**config.mk**
```make
export PLATFORM = sky130hd
export DESIGN_NAME = fetch_queue
export DESIGN_NICKNAME = d
export VERILOG_FILES = /design/src/rtl/fetch_queue.sv
export SDC_FILE = /design/constraint.sdc
export NUM_CORES = 1
export LEC_CHECK = 0
export CELL_PAD_IN_SITES_DETAIL_PLACEMENT = 0
export CELL_PAD_IN_SITES_GLOBAL_PLACEMENT = 1
export CORE_MARGIN = 2
export CORE_UTILIZATION = 45
export DETAILED_ROUTE_END_ITERATION = 12
export PLACE_DENSITY = 0.77
export SYNTH_ARGS = -nofsm -noshare
export SYNTH_HDL_FRONTEND = slang
export SYNTH_SLANG_ARGS = --single-unit
```
**constraint.sdc**
```tcl
create_clock -name clk -period 15.15 [get_ports clk]
set_input_delay 1.515 -clock clk [delete_from_list [all_inputs] [get_ports clk]]
set_output_delay 1.515 -clock clk [all_outputs]
set_load 0.02 [all_outputs]
```
**src/rtl/fetch_queue.sv**
```systemverilog
// Instruction-fetch front end: owns the PC, issues sequential reads to a synchronous
// instruction memory and buffers {instr, pc} pairs in a DEPTH-entry prefetch FIFO.
module fetch_queue #(
    parameter int ADDR_W   = 8,
    parameter int DATA_W   = 32,
    parameter int DEPTH    = 4,
    parameter int RESET_PC = 0
) (
    input  logic                       clk,
    input  logic                       rst,
    input  logic                       redirect,
    input  logic [ADDR_W-1:0]          redirect_pc,
    output logic                       imem_req,
    output logic [ADDR_W-1:0]          imem_addr,
    input  logic [DATA_W-1:0]          imem_data,
    output logic                       out_valid,
    output logic [DATA_W-1:0]          out_instr,
    output logic [ADDR_W-1:0]          out_pc,
    input  logic                       out_ready,
    output logic [$clog2(DEPTH):0]     count
);

    localparam int PTR_W = $clog2(DEPTH);
    localparam int CNT_W = PTR_W + 1;
    localparam logic [ADDR_W-1:0] RESET_ADDR = ADDR_W'(RESET_PC);

    logic [ADDR_W-1:0] fetch_pc;
    logic              inflight;
    logic [ADDR_W-1:0] inflight_pc;
    logic [PTR_W-1:0]  rd_ptr;
    logic [PTR_W-1:0]  wr_ptr;
    logic [DATA_W-1:0] instr_mem [DEPTH];
    logic [ADDR_W-1:0] pc_mem    [DEPTH];

    logic              pop;
    logic              push;
    logic [CNT_W:0]    credit_used;

    assign out_valid = (count != '0) && !redirect;
    assign pop       = out_valid && out_ready;
    assign push      = inflight && !redirect;

    // Entries held plus the response still coming back, minus the one leaving now.
    assign credit_used = (CNT_W+1)'(count) + (CNT_W+1)'(inflight) - (CNT_W+1)'(pop);
    assign imem_req    = !rst && !redirect && (credit_used < (CNT_W+1)'(DEPTH));

    assign imem_addr = fetch_pc;
    assign out_instr = instr_mem[rd_ptr];
    assign out_pc    = pc_mem[rd_ptr];

    // NOTE: sequential state uses non-blocking assignments so every register samples
    // the pre-edge values; blocking here would create order-dependent simulation.
    always_ff @(posedge clk or posedge rst) begin
        if (rst) begin
            fetch_pc    <= RESET_ADDR;
            inflight    <= 1'b0;
            inflight_pc <= '0;
            rd_ptr      <= '0;
            wr_ptr      <= '0;
            count       <= '0;
        end else if (redirect) begin
            fetch_pc    <= redirect_pc;
            inflight    <= 1'b0;
            rd_ptr      <= '0;
            wr_ptr      <= '0;
            count       <= '0;
        end else begin
            inflight <= imem_req;
            if (imem_req) begin
                fetch_pc    <= fetch_pc + 1'b1;
                inflight_pc <= fetch_pc;
            end
            if (push) wr_ptr <= wr_ptr + 1'b1;
            if (pop)  rd_ptr <= rd_ptr + 1'b1;
            if (push && !pop)      count <= count + 1'b1;
            else if (pop && !push) count <= count - 1'b1;
        end
    end

    // NOTE: the storage array is reset because the head is visible on out_instr/out_pc
    // even while out_valid is low, and those outputs must read zero out of reset.
    always_ff @(posedge clk or posedge rst) begin
        if (rst) begin
            for (int i = 0; i < DEPTH; i++) begin
                instr_mem[i] <= '0;
                pc_mem[i]    <= '0;
            end
        end else if (push) begin
            instr_mem[wr_ptr] <= imem_data;
            pc_mem[wr_ptr]    <= inflight_pc;
        end
    end

endmodule

```
# Yosys cells after proc, flatten, opt, wreduce, memory -nomap -nowiden
# Cells that the tools add are included.
# word_totals
register_bits	184
in_bits	44
out_inout_bits	53
word_cells	68
# classes
n_mux	22
magnitude_cmp	4
bitwise_logic	3
n_addsub	7
reduce_logical	18
# op_table
cell	count
$bwmux W128	1
$mux W32	3
$bmux W32 S2	1
$demux W32 S2	1
$mux W8	5
$bwmux W32	1
$bmux W8 S2	1
$demux W8 S2	1
$mux W3	3
$add A8 B1 Y8 const B	1
$logic_and A1 B1 Y1	8
$mux W2	4
$ge A3 B3 Y1 const B	2
$not A2 Y3	2
$reduce_bool A2 Y1	3
$reduce_bool A3 Y1	2
$add A2 B1 Y2 const B	2
$add A3 B1 Y4	1
$logic_not A1 Y1	4
$lt A4 B3 Y1 const B	1
$sub A4 B1 Y4	1
$add A3 B1 Y3 const B	1
$lt A3 B1 Y1 const B	1
$sub A3 B1 Y3 const B	1
3 further kinds	3

# Longest topological paths before layout
# Gate-level depths: netlist (run 1).
# depth
ltp_word	8
ltp_mapped	12
mapped_depth_nobuf	11

# Least setup slack after synthesis (run 1)
# OpenSTA, ideal clock, no wires.
# synth_timing
path_kind	input port to output port
start	input rst
end	output imem_req
path_slack_ns	7.384
path_stages	3
required_time_ns	13.635
t_arrival_ns	6.251
cell_sequence	inv_1 -> o21ai_4 -> nor2_8
# synth_between
elab_chain_cells	3
# synth_rtl
item	line_no	source
from (decl)	10	input logic rst,
$logic_not A1 Y1 (no line)	n/a	
$logic_and A1 B1 Y1 (2 in a row)	45	assign imem_req = !rst && !redirect && (credit_used < (CNT_W+1)'(DEPTH));
to (decl)	13	output logic imem_req,
# No other way between the ends.

# Final worst setup path (run 1)
# layout_timing
start	input redirect
end	output imem_req
# layout_between
elab_chain_cells	6
# layout_rtl
item	line_no	source
from (decl)	11	input logic redirect,
$logic_not A1 Y1 *	39, 45	
$logic_and A1 B1 Y1	39	assign out_valid = (count != '0) && !redirect;
$logic_and A1 B1 Y1	40	assign pop = out_valid && out_ready;
$sub A4 B1 Y4	44	assign credit_used = (CNT_W+1)'(count) + (CNT_W+1)'(inflight) - (CNT_W+1)'(pop);
$lt A4 B3 Y1	45	
$logic_and A1 B1 Y1 *	45	
# Mark *: on every way between the ends. The rest lies on a longest branch, timed or not.

==> impl_metrics.py, run 1 <==
metrics = {
    "clocking": {
        "clk_latency_ns": 0.42,
        "cts_setup_buffers": 0,
        "cts_tree": "yes",
        "cts_root_buf": "clkbuf_16",
        "cts_resized": 0,
        "cts_made_buffers": 17,
        "hold_buffers": 0,
        "clock-sinks": 184,
        "cts_max_level": 4,
        "clockBufferDepth": 2,
        "path_clk_slew_ns": 0.06,
    },
    "worst_hold_path": {
        "hold_class": "flop to flop",
        "hold_depth": 1,
        "hp-start": "instr_mem[105]",
        "hold_path_end": "instr_mem[105]",
    },
    "logic_synthesis": {
        "synthCells": 525,
        "async_flop_share": 1.000,
        "synth_nets": 578,
        "synth.distinct_cells": 41,
        "synth_ff_type": "dfrtp_1",
        "avgSynthCellArea_um2": 15.67,
        "ys_seq_area_frac": 0.5598,
        "synth_area_um2": 8225,
        "synth_edf_count": 0,
        "ys.warnings.count": 0,
        "yosys_register_bits": 184,
    },
    "critical_path": {
        "critPathKind": "input pin to output pin",
        "r2r-end": "inflight_pc[6]",
        "cp.arrival_ns": 4.46,
        "crit_fanout": 29,
        "regToRegSetupSlack_ns": 12.41,
        "end_kind": "output pin",
        "r2r_cells": 11,
        "required_ns": 13.64,
        "worstSetupStartpoint": "redirect",
        "reg2reg_from": "count[1]",
        "start_kind": "input pin",
    },
    "routing": {
        "vias": 4751,
        "drtIter0Drc": 208,
        "wire_per_inst_um": 19.33,
        "drt-total-wl_um": 16610,
        "ant_nets": 0,
        "drtPass1Iterations": 5,
        "drc": 0,
        "vias_per_cell": 5.531,
    },
    "floorplan": {
        "die_width_um": 139.2,
        "core_um2": 17960,
        "num_rows": 49,
        "die_h_um": 139.2,
        "die-area_um2": 19380,
        "start_util": 0.4579,
        "ios": 97,
    },
    "global_routing": {
        "grt_pass1_vias": 5284,
        "antenna_found_initial": 0,
        "grt_pass1_wl_um": 27960,
        "grt_max_degree": 71,
        "grtUsageTotal": 0.1833,
        "grt.overflow.total": 0,
    },
    "sta": {
        "drv_slew": 0,
        "fin_crit_sh": 0.3945,
        "worst_pin_slew_ns": 0.8790,
        "hold_viol": 0,
        "relSlewSlack": 0.4140,
        "rsz0062_at_grt": "false",
        "fmax_mhz": 167.3,
        "finClkSkew_ns": 0.007894,
        "period_minus_slack_ns": 5.977,
        "setup_viol": 0,
        "tns_ns": 0,
    },
    "layout": {
        "n_antenna_cell": 0,
        "fin_nets": 671,
        "layout-drive-gt1-share": 0.3857,
        "fin_util": 0.5562,
        "final_area_um2": 9992,
        "fillCellCount": 1407,
        "area_delta_synth_final_pct": 21.48,
    },
    "pwr": {
        "p_leak_nw": 4.524,
        "power_density_nw_per_um2": 193.8,
        "ir_worst_vdd_mv": 0.1034,
    },
    "place": {
        "gp_congestion": 0.8840,
        "place_hpwl_um": 10700,
        "io_buffer_count": 96,
        "post_dp_cell_area_um2": 9413,
    },
    "run_status": {
        "status": "finished clean",
    },
    "flow_run": {
        "max_cap_viol_count": 0,
    },
}
## worst max-delay path, stage by stage
cell and delay [ns]:
clkdlybuf4s50_1 0.45, buf_4 0.30, inv_1 0.12, nand3_1 0.14, inv_1 0.10, ha_1 0.18
inv_1 0.05, ha_1 0.21, nand3b_1 0.12, and4bb_4 0.29, o21ai_4 0.11, nor2_8 0.22
clkdlybuf4s50_1 0.64
## layout by cell type (no fill, tap or decap), types with 2 or more instances in the layout
master           Yosys  layout
clkbuf_16            0      17
nand2b_1             3       3
clkinvlp_4           0       2
nand2_1             15      11
o21ai_0             10      10
nor2_1              10      10
xnor2_1              2       2
clkbuf_1             6       4
nand3_1              3       3
dfrtp_2              0       2
ha_1                 8       8
nand2_2              0       4
mux4_2              40      40
nor3_1               3       3
clkdlybuf4s50_1      0      96
mux2_1              14      14
o21a_1               2       2
inv_1               10       9
mux2i_1              3       3
clkinv_2             0       4
buf_4                0       9
mux2_2             154     154
o2111ai_1            2       2
and3_1               2       2
bufinv_16            0       3
nor2b_1              2       2
a31oi_1              2       2
dfrtp_1            184     182
xor2_1               7       7
## Yosys cell counts, types with 2 or more instances
cell,instances,area [um2]
a31oi_1,2,12.51
xor2_1,7,61.31
o21a_1,2,15.01
nand2b_1,3,18.77
and3_1,2,12.51
o2111ai_1,2,17.52
ha_1,8,100.1
clkbuf_1,6,22.52
nor2b_1,2,12.51
mux4_2,40,900.9
inv_1,10,37.54
nand2_1,15,56.30
dfrtp_1,184,4604
nor3_1,3,15.01
buf_1,2,7.510
nand3_1,3,15.01
mux2_2,154,1734
xnor2_1,2,17.52
buf_2,23,115.1
mux2_1,14,157.7
mux2i_1,3,30.03
o21ai_0,10,50.05
nor2_1,10,37.54
## worst max path at each step
stage / end / slack, ns / cells after the start
after global routing: imem_req / 8.93 / 13
after global placement: imem_req / 9.23 / 13
after floorplan: imem_req / 7.38 / 3
final: imem_req / 9.17 / 13
after CTS: imem_req / 9.16 / 13
after detailed placement: imem_req / 9.17 / 13
## metal layers
metal | wire length, um | vias to the layer above | GRT usage
li1 | - | 2115 | -
met5 | 0 | - | 0
met4 | 241 | 0 | 0.06273
met2 | 8433 | 97 | 0.3093
met1 | 7352 | 2521 | 0.2370
met3 | 578 | 18 | 0.03936
## cell families after synthesis
| kind of cell | share of synthesized area |
|---|---|
| compound gates | 0.02145 |
| xor+xnor | 0.009584 |
| buf+inv | 0.02267 |
| flops | 0.5598 |
| mux | 0.3432 |
| fa+ha+maj | 0.01460 |
| simple gates | 0.02875 |
## state kept, by name (all words and copies together), names as in the netlist
name,cells
wr_ptr,2
instr_mem,128
rd_ptr,2
imem_addr,8
count,3
inflight_pc,8
pc_mem,32
inflight,1
## area by class of cell
class | instances | area, um2 | area share
clock inverters | 9 | 125.1 | 0.01252
inverters | 11 | 46.29 | 0.004633
multi-input cells | 299 | 3445 | 0.3447
flip-flops and latches | 184 | 4607 | 0.4611
clock buffers | 22 | 454.2 | 0.04545
repair buffers | 105 | 1028 | 0.1029
well taps | 229 | 286.5 | 0.02868
## per-stage QoR
stage	power (mW)	cells	hold slack (ns)	worst slack, ns
floorplan	1.232	525	0.4587	7.384
global route	2.048	859	0.5097	8.928
CTS	1.961	859	0.4940	9.158
global placement	1.493	828	0.4683	9.228
detailed placement	1.519	828	0.4804	9.174
finish	1.937	859	0.4884	9.173
## report_power, final
group | leakage, nW | switching, mW | internal, mW
sequential | 2.42 | 0.111 | 0.648
clock | 0.280 | 0.174 | 0.262
combinational | 1.83 | 0.316 | 0.425
total | 4.52 | 0.602 | 1.34
No activity file was read; power rests on OpenSTA's default activity.
==> run 2: changes to the inputs <==
--- a/config.mk
+++ b/config.mk
@@ -8,9 +8,9 @@
 export CELL_PAD_IN_SITES_DETAIL_PLACEMENT = 0
 export CELL_PAD_IN_SITES_GLOBAL_PLACEMENT = 1
 export CORE_MARGIN = 2
-export CORE_UTILIZATION = 45
+export CORE_UTILIZATION = 42
 export DETAILED_ROUTE_END_ITERATION = 12
-export PLACE_DENSITY = 0.77
+export PLACE_DENSITY = 0.75
 export SYNTH_ARGS = -nofsm -noshare
 export SYNTH_HDL_FRONTEND = slang
 export SYNTH_SLANG_ARGS = --single-unit
==> constraint.sdc (replaced) <==
create_clock -name clk -period 5.4 [get_ports clk]
set_input_delay 0.54 -clock clk [delete_from_list [all_inputs] [get_ports clk]]
set_output_delay 0.54 -clock clk [all_outputs]
set_load 0.02 [all_outputs]
==> impl_metrics.py, run 2 (synthesis gave the netlist of run 1 again) <==
metrics = {
    "sta": {
        "setup_viol": 0,
        "period_minus_slack_ns": 4.084,
        "rsz0062_at_grt": "false",
        "relSlewSlack": 0.3141,
        "worst_pin_slew_ns": 1.027,
        "fin_crit_sh": 0.7563,
        "hold_viol": 0,
        "setup_ws_ns": 1.316,
        "tns_ns": 0,
        "timing.hold.ws_ns": 0.4894,
        "drv_slew": 0,
        "finClkSkew_ns": 0.009996,
        "fmax_mhz": 244.9,
    },
    "global_routing": {
        "grt_pass1_wl_um": 27320,
        "grt_pass1_vias": 5131,
        "grtUsageTotal": 0.1736,
        "antenna_found_initial": 0,
        "grt.overflow.total": 0,
        "grt_max_degree": 85,
    },
    "floorplan": {
        "die_h_um": 143.9,
        "die_width_um": 143.9,
        "num_rows": 51,
        "ios": 97,
        "core_um2": 19330,
        "die-area_um2": 20720,
        "start_util": 0.4254,
    },
    "layout": {
        "area_delta_synth_final_pct": 21.95,
        "largest_reg_flops": 128,
        "final-instance-count-excl-fill": 894,
        "top_register": "instr_mem",
        "layout-drive-gt1-share": 0.3879,
        "fin_nets": 670,
        "regArea_um2": 4609,
        "mostFrequentLayoutCell": "dfrtp_1",
        "n_antenna_cell": 0,
        "reg_top3": "instr_mem x128, pc_mem x32",
        "multi_input_area_um2": 3445,
        "fillCellCount": 1576,
        "final_cell_mix": "dfrtp_1, mux2_2, clkdlybuf4s50_1, mux4_2, clkbuf_16",
    },
    "critical_path": {
        "crit_buf_inv": 6,
        "required_ns": 4.86,
        "crit_fanout": 29,
        "slowest_delay_ns": 0.65,
        "end_kind": "output pin",
        "path_cells": "clkdlybuf4s50_1 > buf_4 > inv_1 > nand3_1 > inv_1 > ha_1 > inv_1 > ha_1 > nand3b_1 > and4bb_4 > o21ai_4 > nor2_8 > clkdlybuf4s50_1",
        "cp.arrival_ns": 3.54,
        "start_kind": "input pin",
        "path_common_cell": "inv_1",
        "critPathSlowestCell": "clkdlybuf4s50_1",
        "cpLargestDelayFamily": "buffers and inverters",
        "critPathKind": "input pin to output pin",
    },
    "routing": {
        "met2_length_um": 8351,
        "vias_per_cell": 5.263,
        "top_layer": "met4",
        "drtPass1Iterations": 6,
        "met1_length_um": 7528,
        "vias": 4705,
        "drc": 0,
        "drt-total-wl_um": 16890,
        "drtIter0Drc": 231,
        "ant_nets": 0,
        "dr_wl_met3_um": 892,
        "wire_per_inst_um": 18.90,
    },
    "place": {
        "io_buffer_count": 96,
        "gp_congestion": 0.8169,
        "place_hpwl_um": 10470,
        "placed_cells": 863,
        "place_ws_ns": 1.322,
    },
    "worst_hold_path": {
        "hold_class": "flop to flop",
    },
    "clocking": {
        "cts_resized": 0,
        "cts_setup_buffers": 0,
        "clockBufferDepth": 2,
        "cts_tree": "yes",
        "hold_buffers": 0,
        "clock-sinks": 184,
        "cts_made_buffers": 17,
        "clk_latency_ns": 0.42,
        "cts_max_level": 4,
        "path_clk_slew_ns": 0.07,
        "cts_root_buf": "clkbuf_16",
    },
    "pwr": {
        "power_density_nw_per_um2": 540.5,
        "total_power_mw": 5.421,
        "ir_worst_vdd_mv": 0.2795,
        "p_leak_nw": 4.510,
    },
    "run_status": {
        "status": "finished clean",
    },
    "flow_run": {
        "max_cap_viol_count": 0,
    },
}
## run 2: changes by cell type in the layout (fill, tap and decap cells not counted), sizes merged
cell,delta
buf,-1
bufinv,-1
clkbuf,-1
clkinv,-1
clkinvlp,+2
inv,+1
## run 2: routing by layer
metal | up-vias | track usage
li1 | 2115 | -
met1 | 2476 | 0.2308
met2 | 104 | 0.2850
met3 | 10 | 0.04865
met4 | 0 | 0.04025
met5 | - | 0
## run 2: cell type report
cell class / instances / share of cell area
clock buffers: 21 / 0.04590
clock inverters: 10 / 0.01185
inverters: 11 / 0.004490
multi-input cells: 299 / 0.3434
flip-flops and latches: 184 / 0.4595
well taps: 265 / 0.03305
repair buffers: 104 / 0.1018
## run 2: stage by stage
stage               area (um2)    util
detailed placement        9452  0.4888
floorplan                 8229       -
CTS                      10030  0.5188
finish                   10030  0.5188
global placement          9452  0.4888
global route             10030  0.5188
## run 2: report_power, final
group / internal (mW) / switching [mW]
clock: 0.705 / 0.508
combinational: 1.19 / 0.835
sequential: 1.82 / 0.365
## run 2: path summary, 6_finish.rpt
| path | start | to | slack, ns | cells after the start |
|---|---|---|---|---|
| worst max register to register | count[1] | inflight_pc[2] | 2.62 | 11 |
| worst min register to register | instr_mem[112] | instr_mem[112] | 0.49 | 1 |
| min in group asynchronous | rst | imem_addr[7] | 0.72 | 2 |
| worst max-delay path | redirect | imem_req | 1.32 | 13 |
| max in group asynchronous | rst | instr_mem[40] | 3.13 | 3 |
| worst min-delay path | instr_mem[112] | instr_mem[112] | 0.49 | 1 |
==> run 3: changes to the inputs <==
--- a/config.mk
+++ b/config.mk
@@ -8,9 +8,9 @@
 export CELL_PAD_IN_SITES_DETAIL_PLACEMENT = 0
 export CELL_PAD_IN_SITES_GLOBAL_PLACEMENT = 1
 export CORE_MARGIN = 2
-export CORE_UTILIZATION = 42
+export CORE_UTILIZATION = 45
 export DETAILED_ROUTE_END_ITERATION = 12
-export PLACE_DENSITY = 0.75
+export PLACE_DENSITY = 0.77
 export SYNTH_ARGS = -nofsm -noshare
 export SYNTH_HDL_FRONTEND = slang
 export SYNTH_SLANG_ARGS = --single-unit
==> constraint.sdc (replaced) <==
create_clock -name clk -period 3.95 [get_ports clk]
set_input_delay 0.395 -clock clk [delete_from_list [all_inputs] [get_ports clk]]
set_output_delay 0.395 -clock clk [all_outputs]
set_load 0.02 [all_outputs]
==> impl_metrics.py, run 3 (synthesis gave the netlist of run 1 again) <==
metrics = {
    "pwr": {
        "ir_worst_vdd_mv": 0.4551,
        "power_density_nw_per_um2": 747.2,
        "p_leak_nw": 4.573,
    },
    "routing": {
        "ant_nets": 0,
        "drtIter0Drc": 214,
        "drtPass1Iterations": 4,
        "vias": 4694,
        "drt-total-wl_um": 16530,
        "drc": 0,
        "wire_per_inst_um": 19.20,
        "vias_per_cell": 5.452,
    },
    "floorplan": {
        "die-area_um2": 19380,
        "core_um2": 17960,
        "die_width_um": 139.2,
        "ios": 97,
        "start_util": 0.4579,
        "die_h_um": 139.2,
        "num_rows": 49,
    },
    "layout": {
        "area_delta_synth_final_pct": 23.05,
        "largest_reg_flops": 128,
        "layout-drive-gt1-share": 0.3924,
        "n_antenna_cell": 0,
        "regArea_um2": 4607,
        "reg_top3": "instr_mem x128, pc_mem x32",
        "multi_input_area_um2": 3445,
        "top_register": "instr_mem",
        "final_cell_mix": "dfrtp_1, mux2_2, clkdlybuf4s50_1, mux4_2, clkbuf_16",
        "mostFrequentLayoutCell": "dfrtp_1",
        "fillCellCount": 1380,
        "fin_nets": 672,
        "final_area_um2": 10120,
    },
    "place": {
        "place_hpwl_um": 10370,
        "post_dp_cell_area_um2": 9494,
        "gp_congestion": 0.8571,
        "io_buffer_count": 96,
    },
    "clocking": {
        "clk_latency_ns": 0.42,
        "cts_max_level": 4,
        "path_clk_slew_ns": 0.07,
        "cts_root_buf": "clkbuf_16",
        "cts_resized": 0,
        "clockBufferDepth": 2,
        "clock-sinks": 184,
        "hold_buffers": 0,
        "cts_setup_buffers": 0,
        "cts_tree": "yes",
        "cts_made_buffers": 17,
    },
    "sta": {
        "setup_viol": 0,
        "worst_pin_slew_ns": 1.030,
        "rsz0062_at_grt": "false",
        "hold_viol": 0,
        "fmax_mhz": 270.8,
        "drv_slew": 0,
        "period_minus_slack_ns": 3.693,
        "tns_ns": 0,
        "relSlewSlack": 0.3130,
        "fin_crit_sh": 0.9348,
        "finClkSkew_ns": 0.006968,
    },
    "critical_path": {
        "critPathSlowestCell": "clkdlybuf4s50_1",
        "start_kind": "flop",
        "reg2reg_from": "count[1]",
        "slowest_delay_ns": 0.63,
        "required_ns": 3.56,
        "worstSetupStartpoint": "count[1]",
        "cp.arrival_ns": 3.30,
        "crit_fanout": 9,
        "critPathKind": "flop to output pin",
        "path_cells": "or3_1 > nand3_1 > inv_1 > ha_1 > inv_1 > ha_1 > nand3b_1 > and4bb_4 > o21ai_4 > nor2_8 > clkdlybuf4s50_1",
        "end_kind": "output pin",
    },
    "global_routing": {
        "grt_max_degree": 186,
        "antenna_found_initial": 0,
        "grt_pass1_wl_um": 27790,
        "grt_pass1_vias": 5120,
        "grtUsageTotal": 0.1830,
        "grt.overflow.total": 0,
    },
    "flow_run": {
        "max_cap_viol_count": 0,
    },
    "run_status": {
        "status": "finished clean",
    },
    "worst_hold_path": {
        "hold_class": "flop to flop",
        "hp-start": "instr_mem[106]",
    },
}
[run 3: path summary, 6_finish.rpt]
kind,slack (ns),endpoint,depth (start not counted)
worst max-delay path,0.26,imem_req,11
worst min-delay path,0.49,instr_mem[106],1
worst max register to register,1.22,inflight_pc[0],11
worst min register to register,0.49,instr_mem[106],1
max in group asynchronous,2.43,rd_ptr[0],3
min in group asynchronous,0.64,count[2],3
[run 3: layout make-up]
class / count / area share
Clock buffer: 22 / 0.04784
Clock inverter: 10 / 0.01409
Inverter: 11 / 0.004450
Multi-Input combinational cell: 299 / 0.3403
Sequential cell: 184 / 0.4552
Tap cell: 229 / 0.02831
Timing Repair Buffer: 106 / 0.1098
[run 3: power by group]
| group | internal [mW] | switching, mW | total (mW) |
|---|---|---|---|
| combinational | 1.66 | 1.27 | 2.93 |
| sequential | 2.49 | 0.386 | 2.87 |
| clock | 1.06 | 0.700 | 1.76 |
| total | 5.21 | 2.35 | 7.56 |
[run 3: metal layers]
layer	GRT usage	routed length (um)	vias to the layer above
met5	0	0	-
met1	0.2573	7738	2471
li1	-	-	2116
met2	0.2901	8060	95
met3	0.04282	591	12
met4	0.04838	138	0
[run 3: critical path, delay by kind of cell, from the launching register on]
kind | cells | cell delay (ns)
and+or+nand+nor | 5 | 1.13
buffers and inverters | 3 | 0.79
DFF | 1 | 0.45
adders and majority gates | 2 | 0.40
AOI/OAI and AO/OA | 1 | 0.11
[run 3: metrics by stage]
| step | cells | setup WS [ns] | util | hold slack, ns | total power, mW |
|---|---|---|---|---|---|
| 4_1_cts | 861 | 0.2448 | 0.5634 | 0.4959 | 7.660 |
| 3_5_place_dp | 829 | 0.4025 | 0.5285 | 0.4804 | 5.866 |
| 6_report | 861 | 0.2574 | 0.5634 | 0.4936 | 7.562 |
| 5_1_grt | 861 | 0.08520 | 0.5634 | 0.5069 | 7.991 |
| 2_1_floorplan | 525 | -0.1870 | - | 0.4587 | 4.724 |
| 3_3_place_gp | 829 | 0.4479 | 0.5285 | 0.4676 | 5.761 |
